**config.mk**
```make
export PLATFORM = sky130hd
export DESIGN_NAME = mem_port_arbiter
export DESIGN_NICKNAME = d
export VERILOG_FILES = /design/src/rtl/mem_port_arbiter.sv
export SDC_FILE = /design/constraint.sdc
export NUM_CORES = 1
export LEC_CHECK = 0
export CAP_MARGIN = 20
export CORE_ASPECT_RATIO = 1.75
export CORE_MARGIN = 10
export CORE_UTILIZATION = 38
export DETAILED_ROUTE_END_ITERATION = 10
export HOLD_SLACK_MARGIN = 0.15
export PLACE_DENSITY = 0.82
export SYNTH_ARGS = -nofsm -noshare
export SYNTH_HDL_FRONTEND = slang
export SYNTH_SLANG_ARGS = --single-unit
```
**constraint.sdc**
```tcl
create_clock -name clk -period 1.3 [get_ports clk]
set_input_delay 0.39 -clock clk [delete_from_list [all_inputs] [get_ports clk]]
set_output_delay 0.39 -clock clk [all_outputs]
set_load 0.01 [all_outputs]
```
**src/rtl/mem_port_arbiter.sv**
```systemverilog
// Round-robin front end that lets the IF and LS ports share one single-port memory,
// with one transaction outstanding at a time and a fixed memory read latency.
module mem_port_arbiter #(
    parameter int ADDR_W  = 8,
    parameter int DATA_W  = 64,
    parameter int MEM_LAT = 2
) (
    input  logic              clk,
    input  logic              reset,
    input  logic              if_req,
    input  logic [ADDR_W-1:0] if_addr,
    output logic              if_gnt,
    output logic              if_rvalid,
    output logic [DATA_W-1:0] if_rdata,
    input  logic              ls_req,
    input  logic              ls_we,
    input  logic [ADDR_W-1:0] ls_addr,
    input  logic [DATA_W-1:0] ls_wdata,
    output logic              ls_gnt,
    output logic              ls_rvalid,
    output logic [DATA_W-1:0] ls_rdata,
    output logic              mem_en,
    output logic              mem_we,
    output logic [ADDR_W-1:0] mem_addr,
    output logic [DATA_W-1:0] mem_wdata,
    input  logic [DATA_W-1:0] mem_rdata,
    output logic              busy
);

    generate
        if (MEM_LAT < 1 || MEM_LAT > 7) begin : g_bad_lat
            $error("mem_port_arbiter: MEM_LAT=%0d is outside 1..7", MEM_LAT);
        end
    endgenerate

    typedef enum logic {IDLE, WAIT} state_t;
    typedef enum logic {PORT_IF, PORT_LS} port_t;

    localparam logic [2:0] LAT_LOAD = 3'(MEM_LAT - 1);

    state_t            state_q, state_d;
    port_t             last_grant_q, last_grant_d;
    logic [2:0]        lat_cnt_q, lat_cnt_d;
    logic              cur_we_q, cur_we_d;
    logic              if_gnt_q, if_gnt_d;
    logic              if_rvalid_q, if_rvalid_d;
    logic [DATA_W-1:0] if_rdata_q, if_rdata_d;
    logic              ls_gnt_q, ls_gnt_d;
    logic              ls_rvalid_q, ls_rvalid_d;
    logic [DATA_W-1:0] ls_rdata_q, ls_rdata_d;
    logic              mem_en_q, mem_en_d;
    logic              mem_we_q, mem_we_d;
    logic [ADDR_W-1:0] mem_addr_q, mem_addr_d;
    logic [DATA_W-1:0] mem_wdata_q, mem_wdata_d;
    logic              busy_q, busy_d;
    logic              ls_wins;

    // On a tie the port that did not win last time gets the memory.
    assign ls_wins = ls_req && (!if_req || last_grant_q == PORT_IF);

    always_comb begin
        state_d      = state_q;
        last_grant_d = last_grant_q;
        lat_cnt_d    = lat_cnt_q;
        cur_we_d     = cur_we_q;
        busy_d       = busy_q;
        if_gnt_d     = 1'b0;
        ls_gnt_d     = 1'b0;
        if_rvalid_d  = 1'b0;
        ls_rvalid_d  = 1'b0;
        if_rdata_d   = if_rdata_q;
        ls_rdata_d   = ls_rdata_q;
        mem_en_d     = 1'b0;
        mem_we_d     = 1'b0;
        mem_addr_d   = mem_addr_q;
        mem_wdata_d  = mem_wdata_q;
        case (state_q)
            IDLE: begin
                if (if_req || ls_req) begin
                    state_d   = WAIT;
                    lat_cnt_d = LAT_LOAD;
                    busy_d    = 1'b1;
                    mem_en_d  = 1'b1;
                    if (ls_wins) begin
                        ls_gnt_d     = 1'b1;
                        last_grant_d = PORT_LS;
                        cur_we_d     = ls_we;
                        mem_we_d     = ls_we;
                        mem_addr_d   = ls_addr;
                        mem_wdata_d  = ls_wdata;
                    end else begin
                        if_gnt_d     = 1'b1;
                        last_grant_d = PORT_IF;
                        cur_we_d     = 1'b0;
                        mem_addr_d   = if_addr;
                    end
                end
            end
            WAIT: begin
                // mem_rdata is sampled on the edge that ends the last wait cycle.
                if (lat_cnt_q == 3'd0) begin
                    state_d = IDLE;
                    busy_d  = 1'b0;
                    if (last_grant_q == PORT_LS) begin
                        ls_rvalid_d = 1'b1;
                        ls_rdata_d  = cur_we_q ? '0 : mem_rdata;
                    end else begin
                        if_rvalid_d = 1'b1;
                        if_rdata_d  = mem_rdata;
                    end
                end else begin
                    lat_cnt_d = lat_cnt_q - 3'd1;
                end
            end
            default: state_d = IDLE;
        endcase
    end

    always_ff @(posedge clk) begin
        if (reset) begin
            state_q      <= IDLE;
            last_grant_q <= PORT_IF;
            lat_cnt_q    <= 3'd0;
            cur_we_q     <= 1'b0;
            busy_q       <= 1'b0;
            if_gnt_q     <= 1'b0;
            ls_gnt_q     <= 1'b0;
            if_rvalid_q  <= 1'b0;
            ls_rvalid_q  <= 1'b0;
            if_rdata_q   <= '0;
            ls_rdata_q   <= '0;
            mem_en_q     <= 1'b0;
            mem_we_q     <= 1'b0;
            mem_addr_q   <= '0;
            mem_wdata_q  <= '0;
        end else begin
            state_q      <= state_d;
            last_grant_q <= last_grant_d;
            lat_cnt_q    <= lat_cnt_d;
            cur_we_q     <= cur_we_d;
            busy_q       <= busy_d;
            if_gnt_q     <= if_gnt_d;
            ls_gnt_q     <= ls_gnt_d;
            if_rvalid_q  <= if_rvalid_d;
            ls_rvalid_q  <= ls_rvalid_d;
            if_rdata_q   <= if_rdata_d;
            ls_rdata_q   <= ls_rdata_d;
            mem_en_q     <= mem_en_d;
            mem_we_q     <= mem_we_d;
            mem_addr_q   <= mem_addr_d;
            mem_wdata_q  <= mem_wdata_d;
        end
    end

    assign if_gnt    = if_gnt_q;
    assign if_rvalid = if_rvalid_q;
    assign if_rdata  = if_rdata_q;
    assign ls_gnt    = ls_gnt_q;
    assign ls_rvalid = ls_rvalid_q;
    assign ls_rdata  = ls_rdata_q;
    assign mem_en    = mem_en_q;
    assign mem_we    = mem_we_q;
    assign mem_addr  = mem_addr_q;
    assign mem_wdata = mem_wdata_q;
    assign busy      = busy_q;

endmodule

```
Word-level counts from Yosys, hierarchy flattened:

Cells that the tools add are included.

* bits in registers: 213
* input bits: 149
* output and inout bits: 207

* add/subtract/negate cells: 1
* equality and inequality tests: 3
* muxes and demuxes: 16
* bitwise logic cells: 4
* reductions and logical operators: 14

Operators by type and width (count)
* 64-bit 2-to-1 mux: 1
* 1-bit 2-to-1 mux: 9
* 3-bit AND reduction: 3
* 8-bit 2-to-1 mux: 1
* 3-bit 2-to-1 mux: 2
* 3-bit one-hot mux with 2 select lines: 1
* 2-bit AND reduction: 3
* 3-bit OR reduction: 2
* 2-bit != test (second input constant): 2
* 1-bit inverter: 4
* 1-bit one-hot mux with 2 select lines: 2
* 3-bit zero test: 1
* 3-bit by 1-bit subtractor with 3-bit output (second input constant): 1
* 1-bit logical OR: 2
* 2-bit by 1-bit != test with 1-bit output (second input constant): 1
* 2-bit OR reduction: 1
* 1-bit logical AND: 1
* 1-bit zero test: 1

Longest topological paths before layout:

Gate-level depths: netlist (run 1).

* depth in word-level cells: 4
* depth in mapped cells: 7
* gate-level depth less buffers: 5

Worst setup path after synthesis (run 1):

Ideal clock, no wire load.

* path kind: register to register
* start: reg lat_cnt_q[0]
* end: reg ls_rdata_q[10], in the netlist ls_rdata[10]
* arrival time: 1.326 ns
* required time: 1.230 ns
* path slack: -0.096 ns
* stages on the path, launching flop included: 8
* path buffers: 2
* path through: dfxtp_1 inv_1 ha_1 and4b_1 buf_2 buf_4 nand3b_1 a21oi_1

* longest elaborated chain between the ends: 2

Ends and longest elaborated chain
* start, declared: line 43 `logic [2:0] lat_cnt_q, lat_cnt_d;`
* start signal, assigned: line 139 `lat_cnt_q <= lat_cnt_d;`
* 3-bit zero test: line 101 `if (lat_cnt_q == 3'd0) begin`
* 3-bit AND reduction (no line)
* end signal, assigned: line 147 `ls_rdata_q <= ls_rdata_d;`
* end, declared: line 50 `logic [DATA_W-1:0] ls_rdata_q, ls_rdata_d;`

No other way between the ends.
A chain may end at the register's enable or synchronous reset.

Worst setup path after layout (run 1):

* start: reg lat_cnt_q[0]
* end: reg if_rdata_q[56], in the netlist if_rdata[56]

* longest elaborated chain between the ends: 2

Ends and longest elaborated chain
* 3-bit zero test: line 101
* 3-bit AND reduction (no line)
* end signal, assigned: line 146 `if_rdata_q <= if_rdata_d;`
* end, declared: line 47 `logic [DATA_W-1:0] if_rdata_q, if_rdata_d;`

No other way between the ends.

==> results by group, run 1 <==
STA
  • Relative slew slack: 72.5%
  • Final min period: 1.57 ns
  • RSZ-0062 raised after global routing: yes
  • Endpoints failing setup: just over 400
  • Setup WS post-layout: -0.274 ns
  • Measured slew at the worst slew-check pin: 0.412 ns
  • Highest Clock Rate: roughly 640 MHz
  • Worst hold slack: around 0.19 ns
  • Slew Viols, Final: 0
  • Max Clock Skew: 0.0128 ns
  • Period utilization: 121%
  • Fin. Hold Viols: 0

Worst hold path
  • Hold Path Depth: 3
  • Hold endpoint: mem_en
  • Worst Min Path Start: reset
  • HP Class: in2reg

Place
  • # port buffers: 355
  • Placed Area: ~13000 um^2
  • GP Congestion: 0.816
  • Dpl hpwl: 22.5 mm

Synth
  • Top post-synthesis cells by count: 213 x dfxtp_1, 193 x nand2_1, 130 x a21oi_1, 130 x nand2b_1, 66 x nand3b_1
  • Register area share after synthesis: 51.1%
  • Avg Cell Area, Syn: 9.09 um^2
  • Syn Nets: between 1k and 1.5k
  • Mapped cell area: 8340 um^2
  • Synth top area share: ~51%
  • Ys flop type: dfxtp_1
  • Most common cell in the netlist: dfxtp_1
  • Register bit count reported by yosys: 213
  • Distinct cell type count after synthesis: 32
  • Cell count after synthesis: 918
  • Area contributors post-synth: dfxtp_1 51%, nand2b_1 9.8%, nand2_1 8.7%, a21oi_1 7.8%, mux2i_1 7.8%
  • Leading area contributor after synthesis: dfxtp_1
  • Synth Warn #: 0
  • EDFF count, synth: 0
  • Ys async rst share: 0%

Detailed routing
  • Vias per cell: 5.21
  • WL met3: 2.93 mm
  • Met2 wire length: 20.3 mm
  • Drt wl/cell: 23.0 um
  • Met1 WL: 12.8 mm
  • TritonRoute pass-1 iters: 5
  • Post-DRT Antenna Nets: 0
  • Via count: between 8k and 9k
  • # DRC: 0
  • Max layer used: met4
  • Final WL: 38.1 mm
  • Initial DRC count: 547

Final layout
  • Fillers: 1295
  • Final Core Density: 72.7%
  • Final #Nets: between 1.5k and 2k
  • Synth-to-Final Area Change: 88.3%
  • Multi-input gate area: roughly 4500 um^2
  • Final Cell Area: approximately 16000 um^2
  • Layout cell share with drive strength beyond 1: 55.3%
  • Storage element area: 4550 um^2

Clock tree
  • Clock transition at the registers of the reported paths: approximately 0.070 ns
  • TritonCTS clock tree: yes
  • CTS Buffer Depth: 3
  • CTS H-Tree Depth: 1
  • CTS Buf Count: 20
  • Clk sink count: 213
  • Worst skew pair latency: 0.50 ns
  • Root buf cell: clkbuf_16

Pwr
  • VDD IR max: 1250 uV
  • Leakage dissipation: 6.31 nW
  • Pwr dens: about 1100 nW/um^2

GRT
  • Vias in the first global route: 8555
  • Global Route Usage Sum: 21.1%
  • First-pass GRT wire length: 48.7 mm
  • Gr ovfl total: 0
  • Largest net degree at the start of global routing: 79
  • Initial antenna violation count: 2

Setup path
  • R2R cell count: 9
  • Crit. End Element: flip-flop
  • Worst setup SP type: flip-flop
  • Arrival time at the worst endpoint: 1.98 ns
  • Crit path max fanout: 9
  • Reg-to-Reg End: if_rdata[56]
  • R2R setup slack: -0.27 ns
  • Critical Path RT: 1.70 ns
  • R2R Path Start: lat_cnt_q[0]
  • CP Class: reg2reg

Floorplanning
  • Initial Utilization: 38.6%
  • Row Count: roughly 70
  • DIE HEIGHT: 216 um
  • Die Wd: approximately 130 um
  • Area of the core: 21600 um^2
  • Ports: 356
  • Die area: 28500 um^2

Status
  • Outcome: finished, violations left
  • Failing checks: setup timing

Job
  • Max-cap violations: 0
## registers in the layout, indices dropped and copies added, names as in the netlist
register / count
mem_wdata: 64
if_rdata: 64
mem_we: 1
lat_cnt_q: 3
mem_en: 1
last_grant_q: 1
ls_rvalid: 1
ls_gnt: 1
ls_rdata: 64
cur_we_q: 1
if_gnt: 1
if_rvalid: 1
state_q: 1
mem_addr: 8
busy: 1
## cells in the final DEF, fill, tap and decap left out, types with 4 or more instances in the layout
cell and instances:
buf_6 226, dfxtp_2 202, clkdlybuf4s50_1 145, nand2b_1 130, nand2_1 112, a21oi_2 71, nand3b_1 66, mux2i_1 61
buf_4 58, a21oi_1 57, nand2_4 50, clkbuf_16 36, nand2_2 31, buf_12 25, buf_8 10, and3_1 9
a221o_1 8, dfxtp_4 8, clkbuf_8 7, nor2_1 4
## metrics by stage
step | power (mW) | setup slack, ns | instances | setup TNS (ns)
after global routing | 18.4 | -0.314 | 1657 | -50.26
after detailed placement | 10.4 | -0.606 | 1553 | -55.52
after floorplan | 8.52 | 0.00380 | 918 | 0
final | 17.9 | -0.274 | 1657 | -33.05
after CTS | 17.0 | -0.176 | 1613 | -25.22
after global placement | 10.3 | -0.535 | 1553 | -49.14
## worst max-delay path, stage by stage, from the launching register on
cell and delay, ns:
dfxtp_2 0.34, inv_2 0.05, ha_4 0.17, buf_6 0.11, buf_6 0.10, nand4bb_4 0.11
buf_12 0.17, buf_6 0.15, nand2_1 0.08, a21oi_1 0.20
## worst max-delay path by stage
stage	slack, ns	depth (start not counted)	to	from
CTS	-0.18	6	ls_rdata[40]	lat_cnt_q[1]
detailed placement	-0.61	5	mem_wdata[32]	ls_req
finish	-0.27	9	if_rdata[56]	lat_cnt_q[0]
global placement	-0.53	5	mem_wdata[61]	ls_req
global route	-0.31	8	if_rdata[56]	lat_cnt_q[0]
floorplan	0.004	7	ls_rdata[62]	lat_cnt_q[0]
## routing by layer
metal  up-vias  global-route usage, %
li1       3916                      -
met1      4163                   21.1
met2       441                   39.0
met3       115                   5.84
met4         0                   10.4
met5         -                      0
## repair_timing
item                                     CTS  global route
hold buffers                               0             0
cloned                                     3            19
gates resized for setup                 1311           253
endpoints found under the setup margin   409           402
buffers inserted                          23            25
pin swaps                                 27            99
## cell type report
| cell class | instances | share of cell area (%) |
|---|---|---|
| Timing Repair Buffer | 483 | 35.2 |
| Sequential cell | 213 | 29.0 |
| Multi-Input combinational cell | 630 | 28.9 |
| Clock buffer | 30 | 4.01 |
| Tap cell | 292 | 2.33 |
| Clock inverter | 5 | 0.478 |
| Inverter | 2 | 0.0478 |
| Antenna cell | 2 | 0.0319 |
## logic make-up after synthesis
family | after synthesis | share of synthesized area (%)
compound gates | 146 | 9.51
flops | 213 | 51.1
mux | 65 | 7.80
buf+inv | 77 | 4.92
fa+ha+maj | 2 | 0.300
simple gates | 415 | 26.3
## power by group
part	switching [mW]	internal (mW)	total [mW]
clock	2.58	3.74	6.32
sequential	0.346	6.99	7.33
combinational	1.81	2.40	4.21
(Power assumes the default switching activity.)
==> run 2, diff against run 1 <==
--- a/config.mk
+++ b/config.mk
@@ -12,6 +12,7 @@
 export DETAILED_ROUTE_END_ITERATION = 10
 export HOLD_SLACK_MARGIN = 0.15
 export PLACE_DENSITY = 0.82
+export SLEW_MARGIN = 10
 export SYNTH_ARGS = -nofsm -noshare
 export SYNTH_HDL_FRONTEND = slang
 export SYNTH_SLANG_ARGS = --single-unit
==> constraint.sdc (replaced) <==
create_clock -name clk -period 1.28 [get_ports clk]
set_input_delay 0.384 -clock clk [delete_from_list [all_inputs] [get_ports clk]]
set_output_delay 0.384 -clock clk [all_outputs]
set_load 0.01 [all_outputs]
==> run 2 against run 1 <==
  * The flow still finishes with violations (setup timing)
  * Worst setup slack improved by 0.048 ns
  * Sequential cell count unchanged
  * Global-route usage increased by 0.81 points
  * Final area decreased by 2.6%
  * Count of clock-buffer cells in the layout increased by 1
  * First-iteration DRC count decreased by 13%
  * Routed wire length decreased by 5.2%
  * Core utilization decreased by 1.9 points
  * Total power decreased by 2.8%
  * Critical endpoint is now ls_rdata[40]
  * Largest power group unchanged
==> results by group, run 2 (same netlist as run 1, synthesis figures left out) <==
Place
  • # port buffers: 355 (unchanged)
  • Dpl hpwl: 22.4 mm (-0.29%)
  • GP Congestion: 0.816 (about the same)
  • Inst Count DP: 1551 (-0.13%)

STA
  • Worst hold slack: 0.186 ns (-0.00580 ns)
  • Highest Clock Rate: 664 MHz (+4.5%)
  • Endpoints failing setup: 408 (+0.99%)
  • Period utilization: 118% (-3.4 points)
  • Fin. Hold Viols: 0 (unchanged)
  • Relative slew slack: 65.1% (-7.4 points)
  • RSZ-0062 raised after global routing: yes
  • Setup WS post-layout: -0.226 ns (+0.0483 ns)
  • Slew Viols, Final: 0 (unchanged)
  • Max Clock Skew: 0.0134 ns (+0.000588 ns)
  • Measured slew at the worst slew-check pin: 0.523 ns (+0.111 ns)
  • Final min period: 1.51 ns (-0.0683 ns)

Floorplanning
  • Row Count: 71 (unchanged)
  • Ports: 356 (unchanged)
  • DIE HEIGHT: 216 um (unchanged)
  • Initial Utilization: 38.6% (unchanged)
  • Area of the core: 21600 um^2 (unchanged)
  • Die Wd: 132 um (unchanged)
  • Die area: 28500 um^2 (unchanged)

Pwr
  • Comb pwr share: 23.5% (about the same)
  • Pwr dens: 1140 nW/um^2 (-0.18%)
  • Sequential share of power: 42.8% (+1.7 points)
  • Sw frac: 26.7% (+0.19 points)
  • Internal power: 12.7 mW (-3.1%)
  • VDD IR max: 1210 uV (-2.8%)
  • Clock network power share: 33.8% (-1.6 points)
  • Leakage dissipation: 6.09 nW (-3.4%)
  • Net Switching: 4.63 mW (-2.1%)

Detailed routing
  • # DRC: 0 (unchanged)
  • TritonRoute pass-1 iters: 5 (unchanged)
  • Drt wl/cell: 21.5 um (-6.2%)
  • Post-DRT Antenna Nets: 0 (unchanged)
  • Vias per cell: 5.08 (-2.5%)
  • Via count: 8511 (-1.4%)
  • Final WL: 36.1 mm (-5.2%)
  • Initial DRC count: 476 (-13%)

Clock tree
  • CTS Buf Count: 20 (unchanged)
  • TritonCTS clock tree: yes
  • Clk sink count: 213 (unchanged)
  • Root buf cell: clkbuf_16
  • CTS H-Tree Depth: 1 (unchanged)
  • CTS Buffer Depth: 3 (unchanged)
  • Clock transition at the registers of the reported paths: 0.07 ns (about the same)
  • Worst skew pair latency: 0.50 ns (about the same)

Setup path
  • Worst setup SP type: flip-flop
  • Critical Path RT: 1.70 ns (about the same)
  • CP cell instances: inv_2 -> ha_4 -> and4b_4 -> buf_12 -> buf_16 -> nand3b_1 -> a21oi_2
  • R2R Path Start: lat_cnt_q[1]
  • Crit path largest cell delay: 0.32 ns (-0.02 ns)
  • R2R cell count: 7 (-2)
  • Arrival time at the worst endpoint: 1.93 ns (-0.05 ns)
  • Reg-to-Reg End: ls_rdata[40]
  • Slowest CP cell: and4b_4
  • R2R setup slack: -0.23 ns (+0.05 ns)
  • Crit path max fanout: 5 (-4)
  • CP Class: reg2reg
  • Crit. End Element: flip-flop

GRT
  • Global Route Usage Sum: 22.0% (+0.81 points)
  • Largest net degree at the start of global routing: 79 (unchanged)
  • Gr ovfl total: 0 (unchanged)
  • Vias in the first global route: 8579 (+0.28%)
  • First-pass GRT wire length: 50.3 mm (+3.3%)
  • Initial antenna violation count: 2 (unchanged)

Job
  • Max-cap violations: 0 (unchanged)

Final layout
  • Commonest non-fill, non-tap cell in the layout: buf_6
  • Final non-filler cell total: 1675 (+1.1%)
  • Final Core Density: 70.8% (-1.9 points)
  • Multi-input gate area: 4020 um^2 (-12%)
  • Fillers: 1411 (+9.0%)
  • Most frequent cells in the layout: 225 x buf_6, 210 x dfxtp_2, 187 x nand2_1, 145 x clkdlybuf4s50_1, 130 x nand2b_1
  • Synth-to-Final Area Change: 83.3%
  • Final #Nets: 1518 (+1.1%)
  • Layout cell share with drive strength beyond 1: 49.0% (-6.4 points)
  • Storage element area: 4530 um^2 (-0.36%)

Worst hold path
  • HP Class: in2reg
  • Worst Min Path Start: reset
  • Hold Path Depth: 3 (unchanged)
  • Hold endpoint: mem_en

Status
  • Failing checks: setup timing
  • Outcome: finished, violations left
-- run 2: cell count changes in the layout (fill, tap and decap cells not counted), moves of 8 or more --
| cell | previous run | this run |
|---|---|---|
| a21oi_1 | 57 | 79 |
| a21oi_2 | 71 | 51 |
| buf_4 | 58 | 77 |
| dfxtp_2 | 202 | 210 |
| nand2_1 | 112 | 187 |
| nand2_2 | 31 | 6 |
| nand2_4 | 50 | 0 |
-- run 2: how the worst max path moves through the flow --
| stage | from | slack [ns] | end | depth (start not counted) |
|---|---|---|---|---|
| 6_report | lat_cnt_q[1] | -0.23 | ls_rdata[40] | 7 |
| 3_5_place_dp | ls_req | -0.60 | mem_wdata[28] | 5 |
| 4_1_cts | state_q | -0.17 | mem_wdata[9] | 6 |
| 2_1_floorplan | lat_cnt_q[0] | -0.02 | ls_rdata[62] | 7 |
| 5_1_grt | lat_cnt_q[1] | -0.31 | if_rdata[45] | 7 |
| 3_3_place_gp | ls_req | -0.55 | mem_wdata[33] | 5 |
-- run 2: worst max-delay path, delay by kind of cell (launching register included) --
family / cells / cell delay, ns
adders and majority gates: 1 / 0.16
DFF: 1 / 0.31
and+or+nand+nor: 2 / 0.44
buffers and inverters: 3 / 0.36
AOI/OAI and AO/OA: 1 / 0.15
-- run 2: layout make-up --
cell class	instances	area share (%)
diodes	2	0.0327
clock buffers	31	3.88
clock inverters	5	0.262
inverters	2	0.0491
multi-input cells	628	26.3
flip-flops and latches	213	29.6
well taps	292	2.39
repair buffers	502	37.5
-- run 2: per-stage QoR --
stage / total power, mW / setup WS [ns] / setup TNS, ns / instance area, um^2
floorplan: 8.65 / -0.0162 / -0.874 / 8370
global placement: 10.5 / -0.545 / -50.95 / 12700
detailed placement: 10.6 / -0.600 / -58.21 / 12700
CTS: 17.0 / -0.173 / -31.54 / 14500
global route: 18.0 / -0.305 / -54.56 / 15300
finish: 17.4 / -0.226 / -34.24 / 15300
-- run 2: layer usage --
layer  up-vias  routed length, um  GRT usage, %  share of wire (%)
met5         -                  0             0                  0
met4         0               2030          11.9                5.6
met3       107               2650          5.93                7.3
met2       368              19000          40.0                 53
met1      4090              12400          22.1                 34
li1       3946                  -             -                  -
-- run 2: power by group through the flow --
| stage | clock network (mW) | registers (mW) | logic (mW) |
|---|---|---|---|
| after floorplan | 0 | 7.54 | 1.11 |
| after detailed placement | 0 | 7.40 | 3.16 |
| final | 5.87 | 7.42 | 4.07 |
| after CTS | 5.96 | 7.40 | 3.68 |
| after global routing | 6.26 | 7.46 | 4.29 |
| after global placement | 0 | 7.39 | 3.11 |
-- run 2: what timing repair did --
item | in CTS | in global routing
setup endpoints to repair | 409 | 413
resized for setup | 1323 | 91
hold buffers | 0 | 0
cloned | 10 | 10
buffers inserted | 30 | 42
pin swaps | 12 | 66
==> run 3, diff against run 2 <==
--- a/config.mk
+++ b/config.mk
@@ -5,13 +5,13 @@
 export SDC_FILE = /design/constraint.sdc
 export NUM_CORES = 1
 export LEC_CHECK = 0
-export CAP_MARGIN = 20
+export ABC_AREA = 1
 export CORE_ASPECT_RATIO = 1.75
 export CORE_MARGIN = 10
 export CORE_UTILIZATION = 38
 export DETAILED_ROUTE_END_ITERATION = 10
 export HOLD_SLACK_MARGIN = 0.15
-export PLACE_DENSITY = 0.82
+export PLACE_DENSITY = 0.83
 export SLEW_MARGIN = 10
 export SYNTH_ARGS = -nofsm -noshare
 export SYNTH_HDL_FRONTEND = slang
==> run 3 against run 2 <==
  * The flow still finishes with violations (setup timing)
  * First-iteration DRC count is 5.9% lower
  * Worst hold slack better by 0.22 ns
  * Non-clock buffer count is 55 lower
  * Final area is 8.9% lower
  * Core utilization is 4.0 points lower
  * Critical endpoint is now ls_rdata[7]
  * Largest power group unchanged
  * Highest routed layer unchanged
==> results by group, run 3 <==
Worst hold path
  • HP Class: in2reg

Clock tree
  • CTS Buf Count: 20 (unchanged)
  • Clock transition at the registers of the reported paths: 0.07 ns (about the same)
  • Root buf cell: clkbuf_16
  • TritonCTS clock tree: yes
  • CTS Hold Bufs: 0 (unchanged)
  • CTS Buffer Depth: 3 (unchanged)
  • Worst skew pair latency: 0.49 ns (about the same)
  • Clk sink count: 213 (unchanged)
  • CTS H-Tree Depth: 1 (unchanged)

Setup path
  • Delay-heaviest family, CP: buffers and inverters
  • Worst path bufs/invs: 5 (+2)
  • Critical Path RT: 1.71 ns (about the same)
  • CP Class: reg2reg
  • CP cell instances: inv_2 -> ha_4 -> inv_2 -> nor2_4 -> nand3_2 -> nor2_4 -> buf_6 -> buf_6 -> clkbuf_16 -> nand2_4 -> nand2_2
  • Crit. End Element: flip-flop
  • Crit path max fanout: 8 (+3)
  • Arrival time at the worst endpoint: 1.93 ns (about the same)
  • Slowest CP cell: dfxtp_2
  • Crit path largest cell delay: 0.32 ns (about the same)
  • Worst setup SP type: flip-flop

Final layout
  • Storage element area: 4520 um^2 (-0.17%)
  • Synth-to-Final Area Change: 73.0%
  • Most frequent cells in the layout: 211 x buf_6, 207 x dfxtp_2, 202 x nor2_1, 200 x nand2_1, 153 x nand3_1
  • Fillers: 1537 (+8.9%)
  • Final Cell Area: 13900 um^2 (-8.9%)
  • Commonest non-fill, non-tap cell in the layout: buf_6
  • Ant. Diodes: 0 (-2)
  • Final Core Density: 66.8% (-4.0 points)
  • Multi-input gate area: 3200 um^2 (-20%)
  • Layout cell share with drive strength beyond 1: 38.4% (-11 points)
  • Final #Nets: 1622 (+6.9%)
  • Final non-filler cell total: 1734 (+3.5%)

Detailed routing
  • Vias per cell: 5.04 (-0.86%)
  • Via count: 8735 (+2.6%)
  • Initial DRC count: 448 (-5.9%)
  • Drt wl/cell: 18.7 um (-13%)
  • TritonRoute pass-1 iters: 5 (unchanged)
  • Post-DRT Antenna Nets: 0 (unchanged)
  • # DRC: 0 (unchanged)
  • Final WL: 32.5 mm (-10%)

Synth
  • Mapped cell area: 8050 um^2 (-3.5%)
  • Syn Nets: 1231 (+15%)
  • Synth top area share: 53.0% (+1.8 points)
  • Ys flop type: dfxtp_1
  • Synth Area in XOR/XNOR: 0% (unchanged)
  • Synth Area in Adders: 0.311% (+0.011 points)
  • Mux cell area share after synthesis: 0% (-7.8 points)
  • Top post-synthesis cells by count: 214 x nand2_1, 213 x dfxtp_1, 206 x nor2_1
  • Post-Synth Simple-Gate Area: 29.5% (+3.2 points)
  • Leading area contributor after synthesis: dfxtp_1
  • Cell count after synthesis: 1080 (+18%)
  • Area contributors post-synth: dfxtp_1 53%, nand2_1 10%, nand3_1 9.6%, nor2_1 9.6%, a21oi_1 4.1%
  • Ys async rst share: 0% (unchanged)
  • Synth Warn #: 0 (unchanged)
  • EDFF count, synth: 0 (unchanged)
  • Most common cell in the netlist: nand2_1
  • Register area share after synthesis: 53.0% (+1.8 points)
  • Largest family of logic cells by synthesized area: simple AND/OR/NAND/NOR gates
  • Compound-cell area share of the yosys netlist: 8.41% (-1.1 points)
  • Register bit count reported by yosys: 213 (unchanged)
  • Avg Cell Area, Syn: 7.46 um^2 (-18%)
  • Distinct cell type count after synthesis: 20 (-38%)

Floorplanning
  • DIE HEIGHT: 213 um (-1.6%)
  • Area of the core: 20800 um^2 (-3.4%)
  • Die area: 27600 um^2 (-3.0%)
  • Initial Utilization: 38.6% (about the same)
  • Row Count: 70 (-1.4%)
  • Die Wd: 130 um (-1.5%)
  • Ports: 356 (unchanged)

STA
  • Max Clock Skew: 0.00669 ns (-0.00668 ns)
  • Highest Clock Rate: 668 MHz (+0.61%)
  • Setup_tns: -24.98 ns (+9.25 ns)
  • Period utilization: 117% (-0.71 points)
  • Endpoints failing setup: 338 (-17%)
  • Measured slew at the worst slew-check pin: 0.270 ns (-0.253 ns)
  • RSZ-0062 raised after global routing: yes
  • Fin. Hold Viols: 0 (unchanged)
  • Relative slew slack: 82.0% (+17 points)
  • Worst hold slack: 0.409 ns (+0.224 ns)
  • Setup WS post-layout: -0.217 ns (+0.00909 ns)
  • Final min period: 1.50 ns (-0.00909 ns)
  • Slew Viols, Final: 0 (unchanged)

Pwr
  • Overall Power: 17.3 mW (-0.24%)
  • VDD IR max: 1220 uV (+0.88%)
  • Clock network power share: 36.5% (+2.7 points)
  • Internal power: 12.8 mW (+0.89%)
  • Sequential share of power: 43.2% (+0.4 points)
  • Sw frac: 25.9% (-0.83 points)
  • Leakage dissipation: 6.39 nW (+4.8%)
  • Pwr dens: 1240 nW/um^2 (+9.5%)
  • Net Switching: 4.48 mW (-3.3%)
  • Comb pwr share: 20.3% (-3.2 points)

Place
  • # port buffers: 355 (unchanged)
  • Dpl hpwl: 22.1 mm (-1.5%)
  • Pre-CTS setup slack: -0.580 ns (+0.0204 ns)
  • Inst Count DP: 1661 (+7.1%)
  • Placed Area: 12200 um^2 (-3.5%)
  • GP Congestion: 0.846 (+3.7%)

GRT
  • Largest net degree at the start of global routing: 49 (-38%)
  • First-pass GRT wire length: 47.8 mm (-5.0%)
  • Vias in the first global route: 8800 (+2.6%)
  • Global Route Usage Sum: 21.8% (-0.20 points)
  • Initial antenna violation count: 0 (-2)
  • Gr ovfl total: 0 (unchanged)

Job
  • Max-cap violations: 0 (unchanged)

Status
  • Outcome: finished, violations left
  • Failing checks: setup timing
[run 3: cell count changes in the layout (fill, tap and decap cells not counted), moves of 13 or more]
cell      delta
buf_6       -14
nand3b_1    -65
inv_1       +67
nand3_1    +153
a21oi_1     -13
mux2i_1     -61
buf_4       -22
nor2_1     +198
nand2b_1   -130
o21ai_0     +14
a21oi_2     -51
o21ai_1     +52
nand2_1     +13
[run 3: logic make-up (layout without fill, tap and decap cells)]
| family | Yosys count | in the layout |
|---|---|---|
| and+or+nand+nor | 578 | 579 |
| DFF | 213 | 213 |
| buffers and inverters | 153 | 554 |
| AOI/OAI and AO/OA | 134 | 134 |
| adders and majority gates | 2 | 2 |
[run 3: layer usage]
| metal | vias up | share of wire, % | GRT usage [%] |
|---|---|---|---|
| met3 | 90 | 10 | 8.25 |
| li1 | 4209 | - | - |
| met2 | 422 | 52 | 39.0 |
| met5 | - | 0 | 0 |
| met4 | 0 | 5.1 | 11.2 |
| met1 | 4014 | 33 | 20.9 |
[run 3: timing repair]
| action | 4_1_cts | 5_1_grt |
|---|---|---|
| pin swaps | 2 | 2 |
| setup buffers | 14 | 20 |
| endpoints found under the setup margin | 349 | 361 |
| cloned | 2 | 4 |
| gates resized for setup | 1282 | 31 |
[run 3: final cells by class]
class	count	share of cell area [%]
multi-input combinational	715	22.9
inverter	74	2.03
sequential	213	32.5
clock inverter	2	0.431
clock buffer	31	4.55
tap	252	2.26
timing repair buffer	447	35.3
[run 3: worst min-delay path, delay by kind of cell]
family / cells / cell delay [ns]
buffers and inverters: 3 / 0.44
AOI/OAI and AO/OA: 1 / 0.03
[run 3: power groups by stage]
stage	combinational, mW	sequential, mW	clock (mW)
after global routing	3.80	7.53	6.69
after global placement	3.20	7.43	0
after CTS	3.38	7.47	6.41
final	3.52	7.48	6.32
after floorplan	1.17	7.63	0
after detailed placement	3.24	7.45	0
[run 3: final timing paths]
check / cells after the start / slack [ns] / end / startpoint
max: 11 / -0.22 / ls_rdata[7] / lat_cnt_q[1]
min: 4 / 0.41 / lat_cnt_q[1] / reset
max reg2reg: 11 / -0.22 / ls_rdata[7] / lat_cnt_q[1]
min reg2reg: 2 / 0.47 / mem_wdata[63] / mem_wdata[63]
